===== src/rtl/mc_control.sv =====
// mc_control: multicycle control FSM for the RISC-V core.
// Decodes the instruction held in the IR and steps the shared-memory datapath
// one state per clock. It drives the ALU opcode, the datapath mux selects and
// the write strobes.
// Optional feature macro: MC_CTRL_JAL_EN. When it is defined, jal is decoded
// and executed through a dedicated JAL state. When it is undefined, jal is
// treated as illegal and the JAL state does not exist.
module mc_control (
    input  logic       clk,
    input  logic       rst,
    input  logic [6:0] opcode,
    input  logic [2:0] funct3,
    input  logic       funct7b5,
    input  logic       zero,
    input  logic       mem_ready,
    output logic [3:0] aluop,
    output logic [1:0] alu_src_a,
    output logic [1:0] alu_src_b,
    output logic [1:0] result_src,
    output logic [1:0] imm_src,
    output logic       adr_src,
    output logic       pc_write,
    output logic       ir_write,
    output logic       mem_write,
    output logic       reg_write,
    output logic       illegal
);

    // ALU operation codes
    localparam logic [3:0] ALU_AND = 4'b0000;
    localparam logic [3:0] ALU_OR  = 4'b0001;
    localparam logic [3:0] ALU_ADD = 4'b0010;
    localparam logic [3:0] ALU_SUB = 4'b0011;

    // Mux select encodings
    localparam logic [1:0] SRCA_PC    = 2'b00;
    localparam logic [1:0] SRCA_OLDPC = 2'b01;
    localparam logic [1:0] SRCA_RS1   = 2'b10;
    localparam logic [1:0] SRCB_RS2   = 2'b00;
    localparam logic [1:0] SRCB_IMM   = 2'b01;
    localparam logic [1:0] SRCB_FOUR  = 2'b10;
    localparam logic [1:0] RES_ALUOUT = 2'b00;
    localparam logic [1:0] RES_MEM    = 2'b01;
    localparam logic [1:0] RES_ALU    = 2'b10;
    localparam logic [1:0] IMM_I      = 2'b00;
    localparam logic [1:0] IMM_S      = 2'b01;
    localparam logic [1:0] IMM_B      = 2'b10;
`ifdef MC_CTRL_JAL_EN
    localparam logic [1:0] IMM_J      = 2'b11;
`endif

    // Opcodes that the core understands
    localparam logic [6:0] OP_LOAD   = 7'b0000011;
    localparam logic [6:0] OP_STORE  = 7'b0100011;
    localparam logic [6:0] OP_RTYPE  = 7'b0110011;
    localparam logic [6:0] OP_ITYPE  = 7'b0010011;
    localparam logic [6:0] OP_BRANCH = 7'b1100011;
`ifdef MC_CTRL_JAL_EN
    localparam logic [6:0] OP_JAL    = 7'b1101111;
`endif

    typedef enum logic [3:0] {
        S_FETCH,
        S_DECODE,
        S_MEMADR,
        S_MEMREAD,
        S_MEMWB,
        S_MEMWRITE,
        S_EXECR,
        S_EXECI,
        S_ALUWB,
        S_BEQ,
`ifdef MC_CTRL_JAL_EN
        S_JAL,
`endif
        S_ERROR
    } state_t;

    state_t state_q, state_d;
    logic   illegal_q;

    // Instruction classification. Legality is settled completely here, so
    // the execute states never have to handle an unsupported funct encoding.
    logic is_load, is_store, is_rtype, is_itype, is_beq, is_jal;

    // Classify the instruction currently held in the IR
    always_comb begin
        is_load  = (opcode == OP_LOAD)  && (funct3 == 3'b010);
        is_store = (opcode == OP_STORE) && (funct3 == 3'b010);
        is_beq   = (opcode == OP_BRANCH) && (funct3 == 3'b000);
        is_rtype = 1'b0;
        if (opcode == OP_RTYPE) begin
            case ({funct3, funct7b5})
                4'b0000, 4'b0001, 4'b1110, 4'b1100: is_rtype = 1'b1;
                default:                            is_rtype = 1'b0;
            endcase
        end
        is_itype = (opcode == OP_ITYPE) &&
                   ((funct3 == 3'b000) || (funct3 == 3'b111) || (funct3 == 3'b110));
`ifdef MC_CTRL_JAL_EN
        is_jal = (opcode == OP_JAL);
`else
        is_jal = 1'b0;
`endif
    end

    // State register and the sticky illegal flag
    always_ff @(posedge clk) begin
        if (rst) begin
            state_q   <= S_FETCH;
            illegal_q <= 1'b0;
        end else begin
            state_q   <= state_d;
            illegal_q <= illegal_q | (state_d == S_ERROR);
        end
    end

    // Next-state logic and Moore outputs. During reset the outputs follow the
    // FETCH state, and every strobe is then forced low.
    always_comb begin
        state_d    = state_q;
        aluop      = ALU_ADD;
        alu_src_a  = SRCA_PC;
        alu_src_b  = SRCB_RS2;
        result_src = RES_ALUOUT;
        imm_src    = IMM_I;
        adr_src    = 1'b0;
        pc_write   = 1'b0;
        ir_write   = 1'b0;
        mem_write  = 1'b0;
        reg_write  = 1'b0;

        case (rst ? S_FETCH : state_q)
            S_FETCH: begin
                alu_src_a  = SRCA_PC;
                alu_src_b  = SRCB_FOUR;
                result_src = RES_ALU;
                adr_src    = 1'b0;
                ir_write   = mem_ready;
                pc_write   = mem_ready;
                if (mem_ready) state_d = S_DECODE;
            end
            S_DECODE: begin
                alu_src_a = SRCA_OLDPC;
                alu_src_b = SRCB_IMM;
`ifdef MC_CTRL_JAL_EN
                imm_src   = (opcode == OP_JAL) ? IMM_J : IMM_B;
`else
                imm_src   = IMM_B;
`endif
                if (is_load || is_store) state_d = S_MEMADR;
                else if (is_rtype)       state_d = S_EXECR;
                else if (is_itype)       state_d = S_EXECI;
                else if (is_beq)         state_d = S_BEQ;
`ifdef MC_CTRL_JAL_EN
                else if (is_jal)         state_d = S_JAL;
`endif
                else                     state_d = S_ERROR;
            end
            S_MEMADR: begin
                alu_src_a = SRCA_RS1;
                alu_src_b = SRCB_IMM;
                imm_src   = (opcode == OP_STORE) ? IMM_S : IMM_I;
                state_d   = (opcode == OP_STORE) ? S_MEMWRITE : S_MEMREAD;
            end
            S_MEMREAD: begin
                adr_src    = 1'b1;
                result_src = RES_ALUOUT;
                if (mem_ready) state_d = S_MEMWB;
            end
            S_MEMWB: begin
                result_src = RES_MEM;
                reg_write  = 1'b1;
                state_d    = S_FETCH;
            end
            S_MEMWRITE: begin
                // The write strobe stays up through wait cycles so the
                // memory sees a stable request until it completes.
                adr_src    = 1'b1;
                result_src = RES_ALUOUT;
                mem_write  = 1'b1;
                if (mem_ready) state_d = S_FETCH;
            end
            S_EXECR: begin
                alu_src_a = SRCA_RS1;
                alu_src_b = SRCB_RS2;
                if (funct3 == 3'b000)      aluop = funct7b5 ? ALU_SUB : ALU_ADD;
                else if (funct3 == 3'b111) aluop = ALU_AND;
                else                       aluop = ALU_OR;
                state_d = S_ALUWB;
            end
            S_EXECI: begin
                alu_src_a = SRCA_RS1;
                alu_src_b = SRCB_IMM;
                imm_src   = IMM_I;
                if (funct3 == 3'b000)      aluop = ALU_ADD;
                else if (funct3 == 3'b111) aluop = ALU_AND;
                else                       aluop = ALU_OR;
                state_d = S_ALUWB;
            end
            S_ALUWB: begin
                result_src = RES_ALUOUT;
                reg_write  = 1'b1;
                state_d    = S_FETCH;
            end
            S_BEQ: begin
                alu_src_a  = SRCA_RS1;
                alu_src_b  = SRCB_RS2;
                aluop      = ALU_SUB;
                result_src = RES_ALUOUT;
                pc_write   = zero;
                state_d    = S_FETCH;
            end
`ifdef MC_CTRL_JAL_EN
            S_JAL: begin
                // Jump target was computed in DECODE; the link value
                // OldPC+4 is formed here for ALUWB to write back.
                alu_src_a  = SRCA_OLDPC;
                alu_src_b  = SRCB_FOUR;
                aluop      = ALU_ADD;
                result_src = RES_ALUOUT;
                pc_write   = 1'b1;
                state_d    = S_ALUWB;
            end
`endif
            S_ERROR: begin
                state_d = S_ERROR;
            end
            default: begin
                state_d = S_ERROR;
            end
        endcase

        if (rst) begin
            pc_write  = 1'b0;
            ir_write  = 1'b0;
            mem_write = 1'b0;
            reg_write = 1'b0;
        end
    end

    assign illegal = illegal_q & ~rst;

endmodule

===== config.mk =====
export PLATFORM = sky130hd
export DESIGN_NAME = mc_control
export DESIGN_NICKNAME = d
export VERILOG_FILES = /design/src/rtl/mc_control.sv
export SDC_FILE = /design/constraint.sdc
export NUM_CORES = 1
export LEC_CHECK = 0
export BUFFER_PORTS_ARGS = -buffer_cell sky130_fd_sc_hd__buf_2
export CAP_MARGIN = 20
export CORE_UTILIZATION = 44
export CTS_BUF_LIST = sky130_fd_sc_hd__clkbuf_8
export CTS_CLUSTER_SIZE = 25
export DETAILED_ROUTE_END_ITERATION = 8
export PLACE_DENSITY_LB_ADDON = 0.25
export SLEW_MARGIN = 20
export SYNTH_ARGS = -nofsm -noshare
export SYNTH_HDL_FRONTEND = slang
export SYNTH_SLANG_ARGS = --single-unit

===== constraint.sdc =====
create_clock -name clk -period 3.5 [get_ports clk]
set_input_delay 0.7 -clock clk [delete_from_list [all_inputs] [get_ports clk]]
set_output_delay 0.7 -clock clk [all_outputs]
set_load 0.02 [all_outputs]

After elaboration in Yosys (flattened, before gate mapping) --
Index checks and enable logic that the tools add are counted.
Cells by class: reduce and logical (&&, ||, !) cells 17, muxes and demuxes 31, bitwise logic cells 3, equal/unequal tests 21
Operators with widths (number):
- 2-to-1 mux 4 bit | 8
- case mux 4 bit (7 select lines) | 1
- == test 4 bit, second input constant | 5
- == test 4 x 3 -> 1 bit, second input constant | 4
- case mux 2 bit (2 select lines) | 4
- == test 7 x 6 -> 1 bit, second input constant | 2
- 2-to-1 mux 1 bit | 13
- case mux 4 bit (3 select lines) | 1
- == test 4 x 1 -> 1 bit, second input constant | 2
- == test 4 x 2 -> 1 bit, second input constant | 2
- logical NOT 4 bit | 2
- OR reduction 4 bit | 2
- == test 7 x 2 -> 1 bit, second input constant | 1
- == test 7 x 5 -> 1 bit, second input constant | 1
- == test 7 bit, second input constant | 1
- == test 3 bit, second input constant | 2
- OR reduction 2 bit | 3
- OR reduction 3 bit | 2
- logical AND 1 bit | 4
- 2-to-1 mux 2 bit | 2
- == test 3 x 2 -> 1 bit, second input constant | 1
- logical NOT 3 bit | 1
- logical OR 1 bit | 3
- 2-to-1 mux 3 bit | 1
- 4 further kinds | 4
Word-level totals: input bits 15, flip-flop bits (word level) 5, output and inout bits 18

Depth between registers and ports, before layout --
Gate-level depths: netlist of the first run.
depth after elaboration 10, depth in mapped cells 6, mapped depth without buffers 5

Worst setup path after synthesis of the first run --
No wires, ideal clock.
path kind input port to output port, from in opcode[2], to out imm_src[0], arrival time 1.554 ns, data required time 2.800 ns, path slack 1.246 ns, stages 3, cells stage by stage and4bb_1 and3b_1 nor2b_1
Between the ends: cells in the longest elaborated chain, start to end 3
Ends and longest elaborated chain:
- from (decl) | RTL line 11 | input logic [6:0] opcode,
- == test 7 x 6 -> 1 bit | RTL line 163 | imm_src = (opcode == OP_STORE) ? IMM_S : IMM_I;
- 2-to-1 mux 1 bit | RTL line 163
- case mux 2 bit (2 select lines) | RTL line 133 | case (rst ? S_FETCH : state_q)
- to (decl) | RTL line 20 | output logic [1:0] imm_src,
Every way passes these cells.

Final worst setup path of the first run --
from reg state_q[1], to out pc_write
Between the ends: cells in the longest elaborated chain, start to end 4, elaborated cells on any way between the ends 5, those cells by class eq/ne: 1; mux: 3; reduce/logical: 1
Ends and longest elaborated chain:
- from (decl) | RTL line 79 | state_t state_q, state_d;
- from (signal assigned) | RTL line 113 | state_q <= state_d;
- 2-to-1 mux 4 bit (*) | RTL line 133
- == test 4 bit / logical NOT 4 bit (equally long branches) | RTL line 133
- case mux 1 bit (2 select lines) (*) | RTL line 133
- 2-to-1 mux 1 bit (*) | RTL line 234 | if (rst) begin
- to (decl) | RTL line 22 | output logic pc_write,
Mark *: on every way between the ends. The rest lies on a longest branch, timed or not.

==> results.yml, run 1 <==
pwr:
  switching_power_uw: 74.7
  clkPwrFrac_pct: 44.3
  p_leak_uw: 0.000418
  sw_frac_of_total_pct: 31.9
  power.ir.vdd_worst_mv: 0.150
  p_seq_share_pct: 28.4
  p_per_area_mw_per_mm2: 289
  p_int_uw: 160
  combinationalPowerShare_pct: 27.3
placed_design:
  gp_congestion: 0.748
  dp.cells: 130
  io_buffers: 30
  hpwl_um: 1220
synth:
  synth-main-ff-cell: "dfxtp_1"
  seq_area_frac_synth_pct: 15.5
  synthCells: 91
  synth_warnings: 0
  synth_seq_cells: 5
  synth.avg_cell_area_sq_um: 7.09
  yosysTopAreaCell: "dfxtp_1"
  synth_cell_type_count: 41
  synthArstFlopShare_pct: 0
  synthTopCellsByArea: "dfxtp_1 16%, a21oi_1 5.4%, nand2_1 4.7%, nand3_1 3.9%, nor2b_1 3.9%"
  syn_area_sq_um: 646
  synth_edf_count: 0
  synth_top_area_share_pct: 15.5
clocking:
  ctsRootBufferMaster: "clkbuf_8"
  cts_resized: 0
  worst_skew_pair.late_latency_ns: 0.22
  clock-sinks: 5
  cts_tree: "yes"
  clkTransAtPathRegs_ns: 0.04
  cts_buffers: 3
  cts_max_path_buffers: 2
  cts_hold_buf: 0
  h-tree-depth: 1
  post_cts_buffers: 0
detailed_routing:
  drc_errors: 0
  ant_nets: 0
  wire_per_inst_um: 12.0
  drtPass1Iterations: 4
  dr_total_vias: 746
  wirelength_um: 1610
  viasPerCell: 5.57
  drt_iter0_drc: 19
floorplan:
  fp.dieH_um: 40.3
  rows: 13
  initial_core_util_pct: 48.4
  coreArea_sq_mm: 0.00133
  die_x_um: 40.3
  ios: 33
  dieArea_sq_mm: 0.00162
finish:
  layout-drive-gt1-share_pct: 34.5
  syn_to_final_growth_pct: 25.8
  nets: 135
  layout.cells.non_filler: 134
  diodes: 0
  fillers: 130
  layout_common_cells: "30 x buf_2, 8 x nand2_1, 7 x a21oi_1"
  area.sequential_sq_um: 100
  final_common_cell: "buf_2"
  multiInputGateArea_sq_um: 483
global_route:
  grt_pass1_vias: 572
  grt-ovfl-total: 0
  antenna_found_initial: 0
  gr-usage-all-layers_pct: 21.4
  grt_pass1_wl_um: 2350
  grt_max_degree: 18
timing:
  hold_viol: 0
  rsz0062_at_grt: "false"
  drv_slew: 0
  fmax_ghz: 0.402
  layout_min_cycle_time_ns: 2.49
  fin_skew_ns: 0.00268
  fin_crit_sh_pct: 71.0
  setup_viol_count_final: 0
  worst_slew_pin_slew_ns: 0.621
  tns_ns: 0
  max_slew_margin_pct: 58.5
run:
  maxCapViolations: 0
critical_path:
  cp_max_fo: 17
  cp-end-kind: "output port"
  cp.required_ns: 2.80
  worstSetupStartpointType: "flip-flop"
  critical_path_class: "reg -> out"
  cp_data_arrival_time_ns: 1.79
min_path:
  min_path_type: "reg -> reg"
run_status:
  run_status: "finished clean"
through the flow:
stage	setup slack [ns]	instance area, sq um	utilization, %	total power [uW]	hold WS (ns)
final	1.01	812	60.9	234	0.503
after global routing	0.911	812	60.9	250	0.524
after CTS	1.01	812	60.9	235	0.510
after detailed placement	1.09	767	57.5	131	0.499
after global placement	1.12	767	57.5	130	0.464
after floorplan	1.25	649	-	110	0.440
critical path: stages, from the launching register on:
cell     delay, ns
dfxtp_1       0.71
nor2_1        0.11
a21o_1        0.21
and3b_1       0.19
a41o_1        0.20
buf_2         0.15
flip-flops by register name (all words and copies together) (netlist names):
signal     flops
illegal_q      1
state_q        4
power groups by stage:
stage                     Combinational [uW]  Sequential (uW)  Clock [uW]
after floorplan                         48.1             62.3           0
after global placement                  62.5             67.2           0
after detailed placement                63.6             67.3           0
after CTS                               64.0             66.4         105
after global routing                    71.0             67.0         112
final                                   63.9             66.6         104
logic make-up (layout without fill, tap and decap cells):
family / after synthesis / count (layout) / synth area share [%]
compound gates: 24 / 24 / 25.6
simple gates: 47 / 47 / 43.6
flops: 5 / 5 / 15.5
other cells: 1 / 2 / 0.581
buf+inv: 11 / 38 / 10.3
fa+ha+maj: 1 / 1 / 1.55
mux: 1 / 1 / 1.55
xor+xnor: 1 / 1 / 1.36
synthesized netlist by cell type (2+ instances only):
cell type	n
nor3_1	4
buf_2	2
buf_6	2
and3b_1	2
and3_1	2
a21o_1	2
buf_4	2
nand3_1	5
inv_1	4
nand4_1	2
nor2_4	2
a21oi_1	7
nor2b_1	4
o21ai_0	5
nand2b_1	3
nand2_1	8
nor2_1	6
o2111ai_1	2
dfxtp_1	5
per-layer routing:
layer  up-vias  track usage [%]  share of wire (%)
li1        382                -                  -
met4         0             5.00                  0
met1       335             26.4                 47
met5         -                0                  0
met3         0             3.33                4.8
met2        29             38.3                 48
final cells by class:
class,count,area share [%]
Clock buffer,3,5.08
Sequential cell,5,12.3
Multi-Input combinational cell,76,59.5
Clock inverter,1,0.462
Timing Repair Buffer,30,18.5
Inverter,4,1.85
Tap cell,15,2.31
path summary, 6_finish.rpt:
check,from,slack [ns],endpoint,cells past startpoint
min reg2reg,illegal_q,0.50,illegal_q,2
min,illegal_q,0.50,illegal_q,2
max,state_q[1],1.01,pc_write,5
max reg2reg,state_q[1],1.91,state_q[0],5
(Power assumes the default switching activity.)
==> run 2, diff against run 1 <==
clock period = 2.4 ns   (was 3.5 ns; I/O delays follow)
==> run 2 against run 1 <==
Net effect: worst hold slack got worse by 0.015 ns; die area unchanged; final area is 0.92% higher; critical endpoint unchanged; largest cell class unchanged.
==> results.yml, run 2 (synthesis gave the netlist of run 1 again) <==
critical_path:
  cp.required_ns: 1.92
  worstSetupStartpointType: "flip-flop"
  cp-end-kind: "output port"
  critical_path_class: "reg -> out"
  crit_buf_inv: 1
  cp_cell_sequence: "nor2_1 > a21o_1 > and3b_1 > a41o_1 > buf_2"
  cp_max_fo: 11
  crit_family: "flip-flops"
  cp_data_arrival_time_ns: 1.68
  critPathMaxStageDelay_ns: 0.59
  slowest_stage: "dfxtp_1"
timing:
  rsz0062_at_grt: "false"
  fin_crit_sh_pct: 90.0
  drv_slew: 0
  fmax_ghz: 0.463
  layout_min_cycle_time_ns: 2.16
  tns_ns: 0
  fin_skew_ns: 0.00203
  worst_slack_ns: 0.239
  setup_viol_count_final: 0
  hold_viol: 0
placed_design:
  gp_congestion: 0.827
  hpwl_um: 1260
  io_buffers: 30
  post-place-ws_ns: 0.465
clocking:
  post_cts_buffers: 0
  cts_buffers: 3
  cts_tree: "yes"
  h-tree-depth: 1
  cts_max_path_buffers: 2
  clkTransAtPathRegs_ns: 0.04
  ctsRootBufferMaster: "clkbuf_8"
  worst_skew_pair.late_latency_ns: 0.22
  cts_hold_buf: 0
  cts_resized: 0
  clock-sinks: 5
finish:
  largestRegisters: "state_q (4), illegal_q (1)"
  top_register: "state_q"
  largest_register_ffs: 4
  layout-drive-gt1-share_pct: 35.0
  nets: 136
  diodes: 0
  final_common_cell: "buf_2"
  syn_to_final_growth_pct: 26.9
  layout_common_cells: "30 x buf_2, 8 x nand2_1, 7 x a21oi_1"
detailed_routing:
  wire_per_inst_um: 11.9
  drt_iter0_drc: 13
  viasPerCell: 5.56
  drc_errors: 0
  ant_nets: 0
  drtPass1Iterations: 4
  wirelength_um: 1610
  dr_total_vias: 751
floorplan:
  initial_core_util_pct: 48.4
  dieArea_sq_mm: 0.00162
  fp.dieH_um: 40.3
  rows: 13
  ios: 33
  die_x_um: 40.3
  coreArea_sq_mm: 0.00133
min_path:
  min_path_type: "reg -> reg"
global_route:
  grt_max_degree: 15
  gr-usage-all-layers_pct: 21.2
  grt_pass1_wl_um: 2340
  grt-ovfl-total: 0
  antenna_found_initial: 0
  grt_pass1_vias: 592
run_status:
  run_status: "finished clean"
pwr:
  p_leak_uw: 0.000423
  p_per_area_mw_per_mm2: 419
  power.total_uw: 343
  power.ir.vdd_worst_mv: 0.297
run:
  maxCapViolations: 0
## run 2: stage by stage
stage               std cells  hold WS [ns]  instance area, sq um  util (%)
floorplan                  92         0.440                   649         -
global placement          131         0.463                   774      58.1
detailed placement        131         0.464                   774      58.1
CTS                       135         0.490                   820      61.4
global route              135         0.511                   820      61.4
finish                    135         0.488                   820      61.4
## run 2: final timing paths
path / start / end / slack (ns) / depth (start not counted)
max: state_q[3] / pc_write / 0.24 / 5
min: illegal_q / illegal_q / 0.49 / 2
max reg2reg: state_q[1] / illegal_q / 0.94 / 5
min reg2reg: illegal_q / illegal_q / 0.49 / 2
## run 2: cell type report
type | instances | area (sq um)
Timing Repair Buffer | 31 | 158
Inverter | 4 | 15.0
Fill cell | 125 | 514
Sequential cell | 5 | 100
Clock inverter | 1 | 3.75
Tap cell | 15 | 18.8
Multi-Input combinational cell | 76 | 483
Clock buffer | 3 | 41.3
## run 2: metal layers
metal / vias up / GRT usage [%] / wire [um] / share of wire (%)
met5: - / 0 / 0 / 0
met4: 0 / 0 / 0 / 0
met3: 0 / 6.67 / 113 / 7.0
met2: 32 / 40.3 / 749 / 47
met1: 336 / 24.2 / 746 / 46
li1: 383 / - / - / -
## run 2: worst register-to-register path, delay by kind of cell, from the launching register on
kind / cells / cell delay (ns)
buf+inv: 1 / 0.23
compound gates: 3 / 0.43
simple gates: 1 / 0.13
flops: 1 / 0.58
## run 2: report_power, final
| group | leakage (uW) | internal [uW] | switching (uW) |
|---|---|---|---|
| Sequential | 0.0000407 | 87.0 | 8.78 |
| Combinational | 0.000355 | 37.4 | 59.1 |
| Clock | 0.0000269 | 110 | 41.6 |
| Total | 0.000423 | 234 | 109 |
